===== config.mk =====
export PLATFORM = sky130hd
export DESIGN_NAME = checker_fifo
export DESIGN_NICKNAME = d
export VERILOG_FILES = /design/src/rtl/stream_checker_fifo.sv
export SDC_FILE = /design/constraint.sdc
export NUM_CORES = 1
export LEC_CHECK = 0
export ABC_AREA = 1
export ABC_CLOCK_PERIOD_IN_PS = 3200
export CORE_AREA = 2 2 199 201
export DETAILED_ROUTE_END_ITERATION = 16
export DIE_AREA = 0 0 201 203
export GPL_TIMING_DRIVEN = 0
export PLACE_DENSITY = 0.75
export SLEW_MARGIN = 30
export SYNTH_ARGS = -nofsm -noshare
export SYNTH_HDL_FRONTEND = slang
export SYNTH_SLANG_ARGS = --single-unit

===== constraint.sdc =====
create_clock -name clk -period 3.2 [get_ports clk]
set_input_delay 0.48 -clock clk [delete_from_list [all_inputs] [get_ports clk]]
set_output_delay 0.48 -clock clk [all_outputs]
set_load 0.005 [all_outputs]

===== src/rtl/stream_checker_fifo.sv =====
// Per-channel expected-word FIFO. Head word is visible combinationally on rdata;
// push while full and pop while empty are ignored.
module checker_fifo #(
  parameter int DATA_W = 32,
  parameter int DEPTH  = 16
) (
  input  logic                     clk,
  input  logic                     rst_n,
  input  logic                     clr,
  input  logic                     push,
  input  logic                     pop,
  input  logic [DATA_W-1:0]        wdata,
  output logic [DATA_W-1:0]        rdata,
  output logic                     full,
  output logic                     empty,
  output logic [$clog2(DEPTH):0]   count
);
  localparam int AW = $clog2(DEPTH);

  logic [DATA_W-1:0] mem [DEPTH];
  logic [AW-1:0]     wr_ptr;
  logic [AW-1:0]     rd_ptr;
  logic              do_push;
  logic              do_pop;

  assign full    = (count == (AW+1)'(DEPTH));
  assign empty   = (count == '0);
  assign do_push = push && !full && !clr;
  assign do_pop  = pop && !empty && !clr;
  assign rdata   = mem[rd_ptr];

  always_ff @(posedge clk or negedge rst_n) begin
    if (!rst_n) begin
      wr_ptr <= '0;
      rd_ptr <= '0;
      count  <= '0;
    end else if (clr) begin
      wr_ptr <= '0;
      rd_ptr <= '0;
      count  <= '0;
    end else begin
      if (do_push) wr_ptr <= wr_ptr + 1'b1;
      if (do_pop)  rd_ptr <= rd_ptr + 1'b1;
      count <= count + {{AW{1'b0}}, do_push} - {{AW{1'b0}}, do_pop};
    end
  end

  // Storage carries no reset; occupancy alone decides what is valid.
  always_ff @(posedge clk) begin
    if (do_push) mem[wr_ptr] <= wdata;
  end

endmodule


==> metrics.csv <==
stage,metric,value,unit
outcome,outcome,finished with violations,
outcome,failing checks,negative setup slack,
setup_path,reg2reg end,mem[0][21],
die,starting density of the core,59.63,%
pwr,pwr/cell area,686.1,nW/um2
sta,final worst path period share,100.7,%
routing,Routed Antenna Nets,0,
synth,Post-Syn Area,22940,um2
clock_network,Clock Path Buffers,3,
routing,drt total wl,64290,um
setup_path,FF-to-FF Start,count[2],
routing,drt first-iter violations,2055,
cells_and_area,nets@finish,2405,
sta,Slew headroom,48.20,%
setup_path,crit path kind,reg -> out,
cells_and_area,Fillers,2639,
setup_path,crit start category,flip-flop,
sta,Layout Skew,0.02301,ns
setup_path,Critical Path RT,2.72,ns
cells_and_area,Ant. Diodes,0,
placement,hpwl dp,41380,um
clock_network,CTS tree,done,
synth,synth top area cells,"edfxtp_1 67%, nand2_1 11%, nand3_1 8.6%",
die,Ports,76,
placement,routability cong.,0.8586,
global_route,initial antenna violation count,0,
setup_path,Critical Path Sink Type,output port,
global_route,GR Util All Layers,32.02,%
clock_network,clock slew at reported path FFs,0.06,ns
synth,Synth Register Bits,525,
synth,"Seq/Total Area, Yosys",68.45,%
sta,worst setup margin,-0.02141,ns
placement,port bufs,75,
routing,wire length per cell,22.08,um
sta,RSZ-0062 raised after global routing,true,
routing,DRC viols,0,
routing,TritonRoute pass-1 iters,7,
routing,DR vias/cell,5.627,
sta,Slew @ Worst Pin,0.7752,ns
setup_path,cells on worst reg2reg path,8,
sta,Period minus WS final,3.221,ns
setup_path,CP peak stage delay,0.50,ns
sta,FMAX,310.4,MHz
die,chip width,201,um
synth,cell taking the most area after synthesis,edfxtp_1,
setup_path,crit-path most repeated cell,nand3_1,
pwr,static leakage,11.49,nW
clock_network,cts bufs inserted,52,
die,core area,38470,um2
synth,Synth Net Count,2250,
synth,Syn Area/Cell,10.42,um2
die,Die H,203,um
routing,via count,16387,
synth,synth unique cells,20,
setup_path,largest fanout on the critical path,10,
global_route,largest net degree at the start of global routing,20,
global_route,vias in the first global route,16100,
setup_path,Worst EP arrival,2.74,ns
clock_network,Clk Tree Root Cell,clkbuf_16,
pwr,Worst IR Drop VDD,0.4679,mV
die,die area,40800,um2
clock_network,# clock sinks,525,
clock_network,cts hold-fix bufs,0,
sta,WHS,0.2705,ns
die,FP Rows,72,
job,max-cap violation count,0,
clock_network,later-pin clock latency in the skew report,0.60,ns
synth,Yosys top cell area share,67.03,%
hold_path,Hold/Removal Path Class,in -> async,
sta,fin. max-slew vios,0,
clock_network,Max H-tree Level,2,
global_route,first-pass GRT wire length,95650,um
placement,post-place setup slack,0.2586,ns
setup_path,Crit-path slowest cell,clkdlybuf4s50_1,
cells_and_area,Layout area overhead,16.99,%
sta,Final setup viols,4,
cells_and_area,share of cells above drive strength 1,9.190,%
synth,YS warnings,0,
setup_path,CP cell instances,buf_2 > inv_2 > buf_4 > buf_4 > nand3_1 > nand3_1 > nand3_1 > nand2_1 > clkdlybuf4s50_1,
sta,Fin. Hold Viols,0,
setup_path,critical path's top delay family,buffers and inverters,
global_route,GR Overflow Total,0,
setup_path,Reg2Reg Setup Slack,0.36,ns
synth,Cells after Synth,2201,
setup_path,Buf/Inv on CP,5,
-- cells in the mapped netlist --
| cell | n |
|---|---|
| inv_1 | 413 |
| buf_4 | 6 |
| a21oi_1 | 3 |
| inv_4 | 1 |
| o21ai_0 | 3 |
| buf_6 | 26 |
| dfrtp_1 | 13 |
| ha_1 | 11 |
| nand3_1 | 395 |
| clkbuf_1 | 7 |
| xor2_1 | 5 |
| nand2_1 | 701 |
| buf_1 | 14 |
| fa_1 | 1 |
| buf_8 | 1 |
| nand4_1 | 2 |
| buf_2 | 56 |
| nor2_1 | 29 |
| inv_2 | 2 |
| edfxtp_1 | 512 |
-- report_power, final --
part | switching (mW) | leakage [nW] | internal [mW] | total (mW)
combinational | 3.21 | 5.95 | 1.82 | 5.03
clock | 2.52 | 0.755 | 3.10 | 5.62
sequential | 0.0687 | 4.78 | 7.69 | 7.76
total | 5.80 | 11.5 | 12.6 | 18.4
-- worst max-delay path by stage --
stage | start | end | slack, ns | cells past startpoint
floorplan | count[2] | mem[0][0] | 0.24 | 7
global placement | push | mem[2][14] | -1.63 | 5
detailed placement | push | mem[0][14] | 0.26 | 6
CTS | rd_ptr[1] | rdata[6] | -0.01 | 9
global route | rd_ptr[1] | rdata[30] | -0.06 | 9
finish | rd_ptr[1] | rdata[27] | -0.02 | 9
-- per-stage QoR --
stage	TNS [ns]	total power [mW]	util, %	cells	area, um2
5_1_grt	-0.4925	19.06	69.76	2912	26830
6_report	-0.04865	18.41	69.76	2912	26830
4_1_cts	-0.01483	18.31	69.64	2912	26790
3_3_place_gp	-739.84	12.55	63.26	2794	24340
2_1_floorplan	0	10.64	-	2201	22940
3_5_place_dp	0	12.73	65.42	2820	25170
-- sequential cells by signal, summed over array words and instances, names as in the netlist --
register  flops
mem         512
count         5
rd_ptr        4
wr_ptr        4
-- cells in the final DEF, fill, tap and decap left out, drive strengths merged --
master	Yosys	final
nand2	701	701
edfxtp	512	512
inv	416	417
nand3	395	395
buf	103	122
clkbuf	7	79
clkdlybuf4s50	0	75
nor2	29	29
clkinv	0	24
dfrtp	13	13
ha	11	11
xor2	5	5
a21oi	3	3
o21ai	3	3
nand4	2	2
clkdlybuf4s15	0	1
fa	1	1
bufinv	0	1
-- final cells by class --
| class | count | area [um2] | share of cell area (%) |
|---|---|---|---|
| plain buffers | 110 | 855.8 | 3.189 |
| clock buffers | 66 | 1375 | 5.124 |
| clock inverters | 26 | 145.1 | 0.5409 |
| inverters | 416 | 1564 | 5.828 |
| multi-input cells | 1150 | 5086 | 18.95 |
| flip-flops and latches | 525 | 15700 | 58.51 |
| well taps | 518 | 648.1 | 2.415 |
| repair buffers | 101 | 1459 | 5.437 |
-- cells by family after synthesis --
logic type | share of synthesized area, %
simple gates | 20.62
buf+inv | 9.923
flops | 68.45
fa+ha+maj | 0.6873
compound gates | 0.1309
xor+xnor | 0.1909
-- routing by layer --
| metal | routed length [um] | GRT usage, % | vias up |
|---|---|---|---|
| met5 | 0 | 0 | - |
| li1 | - | - | 7398 |
| met2 | 30070 | 51.94 | 1069 |
| met4 | 3062 | 16.19 | 0 |
| met3 | 7753 | 6.469 | 188 |
| met1 | 23400 | 41.45 | 7732 |
-- repair_timing --
action                     in CTS  in global routing
setup endpoints to repair      32                 29
gates resized for setup        46                 20
buffers inserted                0                  0
(Power assumes the default switching activity.)
